**src/rtl/axil_arbiter_2to1.sv**
```systemverilog
// rtl/axil_arbiter_2to1.sv - round-robin 2:1 AXI4-Lite arbiter, one transaction outstanding
// Optional response timeout enabled by defining AXIL_ARB_TIMEOUT_EN.
module axil_arbiter_2to1 #(
    parameter int ADDR_W         = 32,
    parameter int DATA_W         = 32,
    parameter int TIMEOUT_CYCLES = 1024
) (
    input  logic                clk,
    input  logic                reset_n,
    // requester 0
    input  logic                i_in0_awvalid,
    output logic                o_in0_awready,
    input  logic [ADDR_W-1:0]   i_in0_awaddr,
    input  logic [2:0]          i_in0_awprot,
    input  logic                i_in0_wvalid,
    output logic                o_in0_wready,
    input  logic [DATA_W-1:0]   i_in0_wdata,
    input  logic [DATA_W/8-1:0] i_in0_wstrb,
    output logic                o_in0_bvalid,
    input  logic                i_in0_bready,
    output logic [1:0]          o_in0_bresp,
    input  logic                i_in0_arvalid,
    output logic                o_in0_arready,
    input  logic [ADDR_W-1:0]   i_in0_araddr,
    input  logic [2:0]          i_in0_arprot,
    output logic                o_in0_rvalid,
    input  logic                i_in0_rready,
    output logic [DATA_W-1:0]   o_in0_rdata,
    output logic [1:0]          o_in0_rresp,
    // requester 1
    input  logic                i_in1_awvalid,
    output logic                o_in1_awready,
    input  logic [ADDR_W-1:0]   i_in1_awaddr,
    input  logic [2:0]          i_in1_awprot,
    input  logic                i_in1_wvalid,
    output logic                o_in1_wready,
    input  logic [DATA_W-1:0]   i_in1_wdata,
    input  logic [DATA_W/8-1:0] i_in1_wstrb,
    output logic                o_in1_bvalid,
    input  logic                i_in1_bready,
    output logic [1:0]          o_in1_bresp,
    input  logic                i_in1_arvalid,
    output logic                o_in1_arready,
    input  logic [ADDR_W-1:0]   i_in1_araddr,
    input  logic [2:0]          i_in1_arprot,
    output logic                o_in1_rvalid,
    input  logic                i_in1_rready,
    output logic [DATA_W-1:0]   o_in1_rdata,
    output logic [1:0]          o_in1_rresp,
    // shared target
    output logic                o_out_awvalid,
    input  logic                i_out_awready,
    output logic [ADDR_W-1:0]   o_out_awaddr,
    output logic [2:0]          o_out_awprot,
    output logic                o_out_wvalid,
    input  logic                i_out_wready,
    output logic [DATA_W-1:0]   o_out_wdata,
    output logic [DATA_W/8-1:0] o_out_wstrb,
    input  logic                i_out_bvalid,
    output logic                o_out_bready,
    input  logic [1:0]          i_out_bresp,
    output logic                o_out_arvalid,
    input  logic                i_out_arready,
    output logic [ADDR_W-1:0]   o_out_araddr,
    output logic [2:0]          o_out_arprot,
    input  logic                i_out_rvalid,
    output logic                o_out_rready,
    input  logic [DATA_W-1:0]   i_out_rdata,
    input  logic [1:0]          i_out_rresp,
    output logic                grant,
    output logic                busy
);

    typedef enum logic [2:0] {S_IDLE, S_WR_ADDR, S_WR_RESP, S_RD_ADDR, S_RD_RESP} state_t;

    state_t r_state;
    logic   r_grant, r_last, r_busy, r_aw_done, r_w_done;
    logic   w_req0, w_req1, w_pick, w_pick_aw;
    logic   w_g_awvalid, w_g_wvalid, w_g_bready, w_g_arvalid, w_g_rready;
    logic   w_aw_hs, w_w_hs, w_to, w_drain;
    logic   w_up_awready, w_up_wready, w_up_bvalid, w_up_arready, w_up_rvalid;

    assign w_req0    = i_in0_awvalid | i_in0_arvalid;
    assign w_req1    = i_in1_awvalid | i_in1_arvalid;
    assign w_pick    = (w_req0 & w_req1) ? ~r_last : w_req1;
    assign w_pick_aw = w_pick ? i_in1_awvalid : i_in0_awvalid;

    assign w_g_awvalid = r_grant ? i_in1_awvalid : i_in0_awvalid;
    assign w_g_wvalid  = r_grant ? i_in1_wvalid  : i_in0_wvalid;
    assign w_g_bready  = r_grant ? i_in1_bready  : i_in0_bready;
    assign w_g_arvalid = r_grant ? i_in1_arvalid : i_in0_arvalid;
    assign w_g_rready  = r_grant ? i_in1_rready  : i_in0_rready;

    // Payloads always follow the current owner, valid or not.
    assign o_out_awaddr = r_grant ? i_in1_awaddr : i_in0_awaddr;
    assign o_out_awprot = r_grant ? i_in1_awprot : i_in0_awprot;
    assign o_out_wdata  = r_grant ? i_in1_wdata  : i_in0_wdata;
    assign o_out_wstrb  = r_grant ? i_in1_wstrb  : i_in0_wstrb;
    assign o_out_araddr = r_grant ? i_in1_araddr : i_in0_araddr;
    assign o_out_arprot = r_grant ? i_in1_arprot : i_in0_arprot;

`ifdef AXIL_ARB_TIMEOUT_EN
    localparam int CW = $clog2(TIMEOUT_CYCLES);
    localparam logic [CW-1:0] TO_LAST = CW'(TIMEOUT_CYCLES - 1);

    logic [CW-1:0] r_cnt;
    logic          r_to, r_out_en;
    logic          w_rsp_state, w_rsp_valid;

    assign w_rsp_state = (r_state == S_WR_RESP) | (r_state == S_RD_RESP);
    assign w_rsp_valid = (r_state == S_WR_RESP) ? i_out_bvalid : i_out_rvalid;

    always_ff @(posedge clk or negedge reset_n) begin
        if (!reset_n) begin
            r_cnt    <= '0;
            r_to     <= 1'b0;
            r_out_en <= 1'b0;
        end else begin
            r_out_en <= 1'b1;
            if (!w_rsp_state) begin
                r_cnt <= '0;
                r_to  <= 1'b0;
            end else if (!r_to && !w_rsp_valid) begin
                if (r_cnt == TO_LAST) r_to  <= 1'b1;
                else                  r_cnt <= r_cnt + 1'b1;
            end
        end
    end

    assign w_to    = r_to;
    // Late target responses are soaked up while nobody owns the bus.
    assign w_drain = r_out_en & (r_state == S_IDLE);
`else
    assign w_to    = 1'b0;
    assign w_drain = 1'b0;
`endif

    assign o_out_awvalid = (r_state == S_WR_ADDR) & w_g_awvalid & ~r_aw_done;
    assign o_out_wvalid  = (r_state == S_WR_ADDR) & w_g_wvalid  & ~r_w_done;
    assign o_out_bready  = ((r_state == S_WR_RESP) & ~w_to & w_g_bready) | w_drain;
    assign o_out_arvalid = (r_state == S_RD_ADDR) & w_g_arvalid;
    assign o_out_rready  = ((r_state == S_RD_RESP) & ~w_to & w_g_rready) | w_drain;

    assign w_aw_hs = o_out_awvalid & i_out_awready;
    assign w_w_hs  = o_out_wvalid  & i_out_wready;

    assign w_up_awready = (r_state == S_WR_ADDR) & i_out_awready & ~r_aw_done;
    assign w_up_wready  = (r_state == S_WR_ADDR) & i_out_wready  & ~r_w_done;
    assign w_up_bvalid  = (r_state == S_WR_RESP) & (w_to | i_out_bvalid);
    assign w_up_arready = (r_state == S_RD_ADDR) & i_out_arready;
    assign w_up_rvalid  = (r_state == S_RD_RESP) & (w_to | i_out_rvalid);

    assign o_in0_awready = ~r_grant & w_up_awready;
    assign o_in1_awready =  r_grant & w_up_awready;
    assign o_in0_wready  = ~r_grant & w_up_wready;
    assign o_in1_wready  =  r_grant & w_up_wready;
    assign o_in0_bvalid  = ~r_grant & w_up_bvalid;
    assign o_in1_bvalid  =  r_grant & w_up_bvalid;
    assign o_in0_arready = ~r_grant & w_up_arready;
    assign o_in1_arready =  r_grant & w_up_arready;
    assign o_in0_rvalid  = ~r_grant & w_up_rvalid;
    assign o_in1_rvalid  =  r_grant & w_up_rvalid;

    assign o_in0_bresp = w_to ? 2'b10 : i_out_bresp;
    assign o_in1_bresp = w_to ? 2'b10 : i_out_bresp;
    assign o_in0_rresp = w_to ? 2'b10 : i_out_rresp;
    assign o_in1_rresp = w_to ? 2'b10 : i_out_rresp;
    assign o_in0_rdata = w_to ? '0 : i_out_rdata;
    assign o_in1_rdata = w_to ? '0 : i_out_rdata;

    always_ff @(posedge clk or negedge reset_n) begin
        if (!reset_n) begin
            r_state   <= S_IDLE;
            r_grant   <= 1'b0;
            r_last    <= 1'b1;
            r_busy    <= 1'b0;
            r_aw_done <= 1'b0;
            r_w_done  <= 1'b0;
        end else begin
            case (r_state)
                S_IDLE: begin
                    if (w_req0 | w_req1) begin
                        r_grant   <= w_pick;
                        r_last    <= w_pick;
                        r_busy    <= 1'b1;
                        r_aw_done <= 1'b0;
                        r_w_done  <= 1'b0;
                        r_state   <= w_pick_aw ? S_WR_ADDR : S_RD_ADDR;
                    end
                end
                S_WR_ADDR: begin
                    if (w_aw_hs) r_aw_done <= 1'b1;
                    if (w_w_hs)  r_w_done  <= 1'b1;
                    // A handshake landing this cycle counts toward completion.
                    if ((r_aw_done | w_aw_hs) & (r_w_done | w_w_hs)) r_state <= S_WR_RESP;
                end
                S_WR_RESP: begin
                    if (w_up_bvalid & w_g_bready) begin
                        r_state <= S_IDLE;
                        r_busy  <= 1'b0;
                    end
                end
                S_RD_ADDR: begin
                    if (o_out_arvalid & i_out_arready) r_state <= S_RD_RESP;
                end
                S_RD_RESP: begin
                    if (w_up_rvalid & w_g_rready) begin
                        r_state <= S_IDLE;
                        r_busy  <= 1'b0;
                    end
                end
                default: begin
                    r_state <= S_IDLE;
                    r_busy  <= 1'b0;
                end
            endcase
        end
    end

    assign grant = r_grant;
    assign busy  = r_busy;

endmodule

```
**config.mk**
```make
export PLATFORM = sky130hd
export DESIGN_NAME = axil_arbiter_2to1
export DESIGN_NICKNAME = d
export VERILOG_FILES = /design/src/rtl/axil_arbiter_2to1.sv
export SDC_FILE = /design/constraint.sdc
export NUM_CORES = 1
export LEC_CHECK = 0
export ABC_AREA = 1
export BUFFER_PORTS_ARGS = -buffer_cell sky130_fd_sc_hd__buf_2
export CORE_AREA = 4 4 175 177
export DETAILED_ROUTE_END_ITERATION = 12
export DIE_AREA = 0 0 179 181
export SLEW_MARGIN = 25
export SYNTH_ARGS = -nofsm -noshare
export SYNTH_HDL_FRONTEND = slang
export SYNTH_SLANG_ARGS = --single-unit
```
**constraint.sdc**
```tcl
create_clock -name clk -period 1.6 [get_ports clk]
set_input_delay 0.32 -clock clk [delete_from_list [all_inputs] [get_ports clk]]
set_output_delay 0.32 -clock clk [all_outputs]
set_load 0.05 [all_outputs]
```
==> results of run 1 <==
-- synthesized netlist by cell type --
cell,number,area (um^2)
a21oi_1,2,10.0
and3_1,1,6.26
buf_2,19,95.1
buf_4,72,541
buf_6,1,11.3
clkbuf_1,5,18.8
dfrtp_1,7,175
dfstp_2,1,26.3
inv_1,23,86.3
inv_6,1,8.76
nand2_1,359,1350
nand2_2,3,18.8
nand3_1,9,45.0
nand3_2,2,20.0
nor2_1,14,52.6
nor2_2,1,6.26
nor3_1,4,20.0
nor3_2,1,10.0
o211ai_1,1,7.51
o21ai_0,2,10.0
o21ai_1,2,10.0
-- final cells by class --
class                      instances  share of cell area
antenna                            1            0.000424
clock buffer                       4              0.0133
multi-input combinational        401               0.408
inverter                          24              0.0161
sequential                         8              0.0349
timing repair buffer             376               0.445
tap                              390              0.0826
-- where the power goes --
part	internal [mW]	switching, mW
combinational	4.03	8.18
sequential	0.323	0.118
clock	0.334	0.116
total	4.69	8.42
-- what timing repair did --
action	in CTS	in global routing
hold buffers	1	0
pin swaps	1	0
gates resized for setup	161	14
endpoints found under the setup margin	124	124
endpoints found under the hold margin	7	0
gates cloned	0	0
-- cells by family (layout without fill, tap and decap cells) --
| group | after synthesis | after routing |
|---|---|---|
| AO/OA/AOI/OAI | 7 | 7 |
| AND/OR/NAND/NOR | 394 | 394 |
| flip-flops | 8 | 8 |
| other | 0 | 1 |
| buffers and inverters | 121 | 404 |
-- layer usage --
layer  routed length (um)  global-route usage  vias up
li1                     -                   -     2069
met1                 5850               0.102     1873
met2                 8010               0.154      185
met3                 1360              0.0280       38
met4                  289              0.0193        6
met5                   47                   0        -
-- worst max-delay path, cell delays in order (launching register included) --
cell and delay, ps:
dfrtp_4 500, buf_12 160, nand2_1 110, nand2_2 80, nor3_4 240, buf_12 170
-- state kept, by name, indices dropped and copies added, names as in the netlist --
| name | flops |
|---|---|
| r_aw_done | 1 |
| grant | 1 |
| r_state | 3 |
| r_last | 1 |
| r_w_done | 1 |
| busy | 1 |
-- worst paths after layout --
check,from,to,slack [ps]
max,grant$_DFFE_PN0P_,o_out_wvalid,-230
min,i_out_arready,r_state[2]$_DFFE_PN0P_,320
max reg2reg,grant$_DFFE_PN0P_,r_state[0]$_DFFE_PN0P_,-10
min reg2reg,r_last$_DFFE_PN1P_,r_last$_DFFE_PN1P_,460
max in group asynchronous,reset_n,r_last$_DFFE_PN1P_,860
min in group asynchronous,reset_n,r_state[2]$_DFFE_PN0P_,500
-- metrics by stage --
step / power (mW) / TNS, ps / worst slack, ps / hold slack [ps] / util
2_1_floorplan: 9.15 / -2870 / -91.8 / 24.4 / -
3_3_place_gp: 11.5 / -253 / -26.8 / 183 / 0.182
3_5_place_dp: 11.6 / -1680 / -56.5 / 176 / 0.182
4_1_cts: 13.1 / -22190 / -244 / 327 / 0.200
5_1_grt: 13.8 / -28500 / -290 / 332 / 0.202
6_report: 13.1 / -19880 / -233 / 325 / 0.202
==> metrics, run 1 <==
clk_skew=4.79 ps; # nets final=1079; FF+latch area=206 um^2; share of cells above drive strength 1=0.648; fillcell total=3303; Max-Cap Viols=0; GR Overflow Total=0; Setup-failing EPs final=122; violated checks=negative setup slack; Die ar.=32400 um^2; Setup WS post-layout=-233 ps; Longest Clk Path Bufs=2; crit path capture type=primary output; die width=179 um; Detailed Route WL=15.6 mm; Leakage=3.30 nW; Final Slew Violations=0; Non-Filler Instances=1204; commonest non-fill, non-tap cell in the layout=nand2_1; Hold Path Cell Cnt=3; Syn. warnings=0; HPWL after detailed placement=13.4 mm; first-pass GRT wire length=22.3 mm; relative slew slack=0.824; Setup CP Type=reg -> out; area grow syn2layout=134%; drt wl/cell=12.9 um; Skew-Pair Late Insertion Delay=240 ps; post-CTS setup buffer count=0; CTS tree=done; placed cells=1198; antenna violations before repair=4; Initial Util=0.0864; Final Hold Vio Count=0; commonest cells after routing, fill and taps aside=nand2_1 (242), buf_2 (229), nand2_4 (91); Total GRT Usage=0.0873; pwr dens=2220 nW/um^2; clk sink count=8; Max FO, Critical Path=11; largest family of logic cells by synthesized area=simple AND/OR/NAND/NOR gates; multi-input logic area=2410 um^2; Vias per Instance=3.46; RSZ-0062 raised after global routing=yes; Mean Syn Cell Area=4.77 um^2; Worst Hold Class=in -> reg; syn_nets=795; TritonCTS Buffers=3; num rows=63; post-synthesis sequential area ratio=0.0797; status=finished with violations; number of buffers added on ports=351; Post-Synth XOR/XNOR Area=0; worst-margin pin slew=265 ps; fin crit share=1.15; die extent in y=181 um; Final ANT Viol Nets=0; CP required=1280 ps; synthesized instance count=530; post-synthesis simple-gate area fraction=0.604; vias in the first global route=4038; min Tclk post-route=1830 ps; worst path arrival time=1510 ps; reg2reg path depth=11; clock transition at the registers of the reported paths=40 ps; fmax=0.546 GHz; Adder-Cell Fraction of Synth Area=0; DRC viols=0; H-tree depth=1; post-synthesis compound-gate area fraction=0.0149; #FFs+latches synth=8; Setup crit start kind=register; Area after DPL=5330 um^2; CTS root buffer=clkbuf_16; I/O Pins=460; Max VDD drop=0.595 mV; largest net degree at the start of global routing=44; post-synthesis mux area share=0; Initial DRC Count=131; CORE AREA=29200 um^2; Post-Syn Area=2530 um^2; routability cong.=0.939; DR pass1 iterations=4; Design Area, Final=5910 um^2; via count=4171; Distinct cells, synth=21
(Power assumes the default switching activity.)
==> run 2, diff against run 1 <==
- PLACE_DENSITY: unset -> 0.33
- RECOVER_POWER: unset -> 100
==> run 2 against run 1 <==
Against the previous run: the flow still finishes with violations (negative setup slack); non-clock buffer count is 19 higher; clock-buffer cell count stayed put; first-iteration DRC count is 51% lower; setup slack worse by 3.5 ps.
==> metrics, run 2 (synthesis gave the netlist of run 1 again) <==
status=finished with violations; violated checks=negative setup slack; Initial Util=0.0864 (unchanged); CP required=1280 ps (about the same); clk sink count=8 (unchanged); crit path launch=grant$_DFFE_PN0P_; Total GRT Usage=0.0941 (+0.00681); share of cells above drive strength 1=0.738 (+0.0901); Worst Hold Class=in -> reg; routability cong.=0.782 (-17%); fillcell total=3339 (+1.1%); max incr delay on CP=530 ps (+30 ps); Die ar.=32400 um^2 (unchanged); die width=179 um (unchanged); Setup crit start kind=register; clock transition at the registers of the reported paths=40 ps (about the same); worst path arrival time=1520 ps (about the same); CTS root buffer=clkbuf_16; post-layout util=0.229 (+0.0273); Detailed Route WL=17.9 mm (+15%); commonest non-fill, non-tap cell in the layout=buf_2; Design Area, Final=6710 um^2 (+14%); largest net degree at the start of global routing=58 (+32%); via count=4228 (+1.4%); CORE AREA=29200 um^2 (unchanged); fin crit share=1.15 (+0.00220); reg-to-reg startpoint=grant$_DFFE_PN0P_; setup TNS=-18500 ps (+1380 ps); total power=14.9 mW (+14%); fmax=0.545 GHz (-0.19%); placed cells=1205 (+0.58%); worst-margin pin slew=610 ps (+345 ps); post-place setup slack=-122 ps (-65.7 ps); DRC viols=0 (unchanged); final hold slack=370 ps (+45.5 ps); CTS tree=done; GR Overflow Total=0 (unchanged); Hold Startpoint=i_out_arready; vias in the first global route=4374 (+8.3%); H-tree depth=1 (unchanged); clk_skew=7.38 ps (+2.58 ps); Max VDD drop=0.884 mV (+48%); # nets final=1099 (+1.9%); Longest Clk Path Bufs=2 (unchanged); min Tclk post-route=1840 ps (+3.53 ps); Max FO, Critical Path=15 (+4); Initial DRC Count=64 (-51%); Max-Cap Viols=0 (unchanged); commonest cells after routing, fill and taps aside=buf_2 (227), nand2_1 (178), nand2_4 (98); Biggest register=r_state; first-pass GRT wire length=24.3 mm (+8.9%); Vias per Instance=3.45 (-0.29%); relative slew slack=0.595 (-0.229); area grow syn2layout=166%; Setup-failing EPs final=123 (+0.82%); I/O Pins=460 (unchanged); TritonCTS Buffers=3 (unchanged); crit path capture type=primary output; Non-Filler Instances=1224 (+1.7%); pwr dens=2220 nW/um^2 (+0.21%); Setup WS post-layout=-236 ps (-3.53 ps); num rows=63 (unchanged); multi-input logic area=2670 um^2 (+11%); Leakage=3.60 nW (+9.1%); RSZ-0062 raised after global routing=yes; Setup CP Type=reg -> out; Skew-Pair Late Insertion Delay=240 ps (about the same); FF+latch area=206 um^2 (unchanged); slowest CP cell=dfrtp_4; antenna violations before repair=1 (-3); worst-path cell chain=buf_6, buf_16, nand2_4, and3_4, buf_8; DR pass1 iterations=4 (unchanged); HPWL after detailed placement=14.4 mm (+6.7%); die extent in y=181 um (unchanged); drt wl/cell=14.6 um (+13%); Area after DPL=5360 um^2 (+0.70%); Final Slew Violations=0 (unchanged); Final ANT Viol Nets=0 (unchanged); number of buffers added on ports=351 (unchanged); Final Hold Vio Count=0 (unchanged); max reg flops=3 (unchanged)
[run 2: cell count changes in the layout (fill, tap and decap cells not counted), sizes merged]
| cell | delta |
|---|---|
| buf | +12 |
| clkbuf | +7 |
| clkinv | +1 |
[run 2: layout make-up]
| cell class | count | share of cell area |
|---|---|---|
| timing repair inverter | 1 | 0.00168 |
| tap | 390 | 0.0727 |
| antenna | 1 | 0.000373 |
| timing repair buffer | 395 | 0.468 |
| multi-input combinational | 401 | 0.399 |
| clock buffer | 4 | 0.0118 |
| inverter | 24 | 0.0157 |
| sequential | 8 | 0.0308 |
[run 2: power breakdown]
| part | internal, mW | leakage [nW] | total [mW] | switching [mW] |
|---|---|---|---|---|
| logic | 5.17 | 3.47 | 14.0 | 8.81 |
| registers | 0.324 | 0.0965 | 0.473 | 0.149 |
| clock network | 0.334 | 0.0382 | 0.453 | 0.119 |
[run 2: critical path, delay by kind of cell (launching register included)]
family / cells / cell delay (ps)
simple gates: 2 / 270
buf+inv: 3 / 450
flops: 1 / 530
[run 2: path summary, 6_finish.rpt]
check / to / slack, ps / depth (start not counted)
setup reg to reg: r_state[0]$_DFFE_PN0P_ / -60 / 9
min in group asynchronous: r_state[2]$_DFFE_PN0P_ / 560 / 2
hold reg to reg: r_last$_DFFE_PN1P_ / 470 / 2
max in group asynchronous: grant$_DFFE_PN0P_ / 640 / 2
setup / recovery: o_out_rready / -240 / 5
hold / removal: r_state[2]$_DFFE_PN0P_ / 370 / 3
[run 2: repair_timing]
item                                   CTS  global route
resized for setup                      149           204
endpoints found under the hold margin    7             0
pin swaps                                4             6
cloned                                   0             6
setup endpoints to repair              124           125
setup buffers                            0             8
hold buffers                             1             0
[run 2: layer usage]
layer,share of wire,GRT usage,vias to the layer above
met3,0.080,0.0268,35
met4,0.024,0.0236,0
li1,-,-,2110
met1,0.38,0.109,1890
met5,0,0,-
met2,0.52,0.169,193
==> run 3, diff against run 2 <==
- CORE_AREA: 4 4 175 177 -> 4 4 177 179
- CTS_BUF_LIST: unset -> sky130_fd_sc_hd__clkbuf_8
- DIE_AREA: 0 0 179 181 -> 0 0 181 183
==> run 3 against run 2 <==
Against the previous run: the flow still finishes with violations (negative setup slack); core utilization grew 0.77 points; critical path depth grew 1; design area grew 4.5%; sequential power shrank 0.8%; cell count grew 0.41%; critical path type unchanged; largest cell class unchanged.
==> metrics, run 3 (synthesis gave the netlist of run 1 again) <==
Initial DRC Count=73 (+14%); number of buffers added on ports=351 (unchanged); die extent in y=183 um (+1.1%); fin crit share=1.12 (-0.0275); Buf/Inv on CP=4 (+1); Vias per Instance=3.44 (-0.31%); sw frac=0.593 (-0.0156); commonest non-fill, non-tap cell in the layout=buf_2; Die ar.=33100 um^2 (+2.2%); drt wl/cell=14.2 um (-2.5%); slowest CP cell=dfrtp_4; Max FO, Critical Path=10 (-5); n_diodes=0 (-1); placed cells=1203 (-0.17%); Skew-Pair Late Insertion Delay=240 ps (about the same); fillcell total=3327 (-0.36%); DRC viols=0 (unchanged); clock transition at the registers of the reported paths=50 ps (about the same); clk_skew=7.74 ps (+0.367 ps); num rows=63 (unchanged); fmax=0.558 GHz (+2.5%); crit path capture type=primary output; die width=181 um (+1.1%); worst path arrival time=1470 ps (-50 ps); cell internal pwr=6.33 mW (+8.5%); Final Hold Vio Count=0 (unchanged); violated checks=negative setup slack; NetSw=9.23 mW (+1.7%); relative slew slack=0.598 (+0.00299); Setup crit start kind=register; commonest cells after routing, fill and taps aside=buf_2 (228), nand2_1 (170), nand2_4 (109); Setup-failing EPs final=122 (-0.81%); GR Overflow Total=0 (unchanged); min Tclk post-route=1790 ps (-44.0 ps); CTS tree=done; routability cong.=0.799 (+2.2%); clk sink count=8 (unchanged); CTS root buffer=clkbuf_8; pwr dens=2220 nW/um^2 (-0.11%); status=finished with violations; H-tree depth=1 (unchanged); Setup WS post-layout=-192 ps (+44.0 ps); vias in the first global route=4297 (-1.8%); RSZ-0062 raised after global routing=yes; total power=15.6 mW (+4.4%); HPWL after detailed placement=13.9 mm (-3.0%); Longest Clk Path Bufs=2 (unchanged); Non-Filler Instances=1229 (+0.41%); CORE AREA=29600 um^2 (+1.1%); # nets final=1105 (+0.55%); TritonCTS Buffers=3 (unchanged); Worst Hold Class=in -> reg; Detailed Route WL=17.5 mm (-2.1%); area grow syn2layout=177%; max incr delay on CP=520 ps (about the same); Max VDD drop=0.962 mV (+8.8%); Total GRT Usage=0.0871 (-0.00696); share of cells above drive strength 1=0.744 (+0.00545); antenna violations before repair=0 (-1); Clock Power Share=0.017 (-0.013); CP required=1280 ps (about the same); Gate power share=0.953 (+0.015); Final ANT Viol Nets=0 (unchanged); Leakage=3.74 nW (+3.8%); Max-Cap Viols=0 (unchanged); Final Slew Violations=0 (unchanged); via count=4232 (+0.095%); final hold slack=363 ps (-6.81 ps); Initial Util=0.0855 (-0.000921); max reg flops=3 (unchanged); first-pass GRT wire length=23.3 mm (-4.0%); Flop pwr share=0.030 (-0.002); worst-path cell chain=clkinv_8, buf_4, clkbuf_16, nand2_1, nand2_4, buf_8; Biggest register=r_state; I/O Pins=460 (unchanged); CP delay by family, top=buffers and inverters; Setup CP Type=reg -> out; largest net degree at the start of global routing=42 (-28%); DR pass1 iterations=4 (unchanged); worst-margin pin slew=605 ps (-4.50 ps)
## run 3: tightest hold or removal path, delay by kind of cell
kind,cells,cell delay [ps]
AND/OR/NAND/NOR,1,60
AO/OA/AOI/OAI,1,50
buffers and inverters,1,130
## run 3: metal layers
metal	part of all wire	wire [um]	GRT usage	vias up
met4	0.024	415	0.0219	0
met3	0.079	1390	0.0220	34
met2	0.54	9370	0.161	204
met5	0	0	0	-
met1	0.36	6330	0.101	1872
li1	-	-	-	2122
## run 3: worst paths after layout
check	start	endpoint	slack, ps	cells past startpoint
setup / recovery	grant$_DFFE_PN0P_	o_out_awaddr[11]	-190	6
hold / removal	i_out_awready	r_aw_done$_DFFE_PN0P_	360	3
setup reg to reg	grant$_DFFE_PN0P_	r_state[0]$_DFFE_PN0P_	-20	10
hold reg to reg	r_last$_DFFE_PN1P_	r_last$_DFFE_PN1P_	460	2
max in group asynchronous	reset_n	grant$_DFFE_PN0P_	690	2
min in group asynchronous	reset_n	r_aw_done$_DFFE_PN0P_	540	2
## run 3: layout make-up
cell class / instances / area [um^2] / share of cell area
timing repair buffer: 402 / 3440 / 0.491
multi-input combinational: 401 / 2720 / 0.388
tap: 390 / 488 / 0.0696
sequential: 8 / 208 / 0.0296
inverter: 24 / 108 / 0.0154
clock buffer: 3 / 41.3 / 0.00589
clock inverter: 1 / 3.75 / 0.000536
## run 3: power groups by stage
stage	Sequential, mW	Clock (mW)	Combinational (mW)
floorplan	0.475	0	8.67
global placement	0.418	0	10.9
detailed placement	0.415	0	10.9
CTS	0.448	0.266	12.7
global route	0.488	0.280	15.6
finish	0.469	0.263	14.8
## run 3: timing repair
| item | in CTS | in global routing |
|---|---|---|
| pin swaps | 12 | 3 |
| cloned | 1 | 6 |
| endpoints found under the setup margin | 122 | 124 |
| buffers inserted | 5 | 9 |
| hold endpoints to repair | 7 | 0 |
| hold buffers | 1 | 0 |
| resized for setup | 249 | 206 |
## run 3: per-stage QoR
stage	setup TNS [ps]	area [um^2]	worst slack, ps	utilization
CTS	-20340	6080	-229	0.206
global placement	-1400	5200	-107	0.176
floorplan	-2870	3380	-91.8	-
detailed placement	-1350	5200	-63.7	0.176
finish	-16480	7010	-192	0.237
global route	-24170	7010	-267	0.237
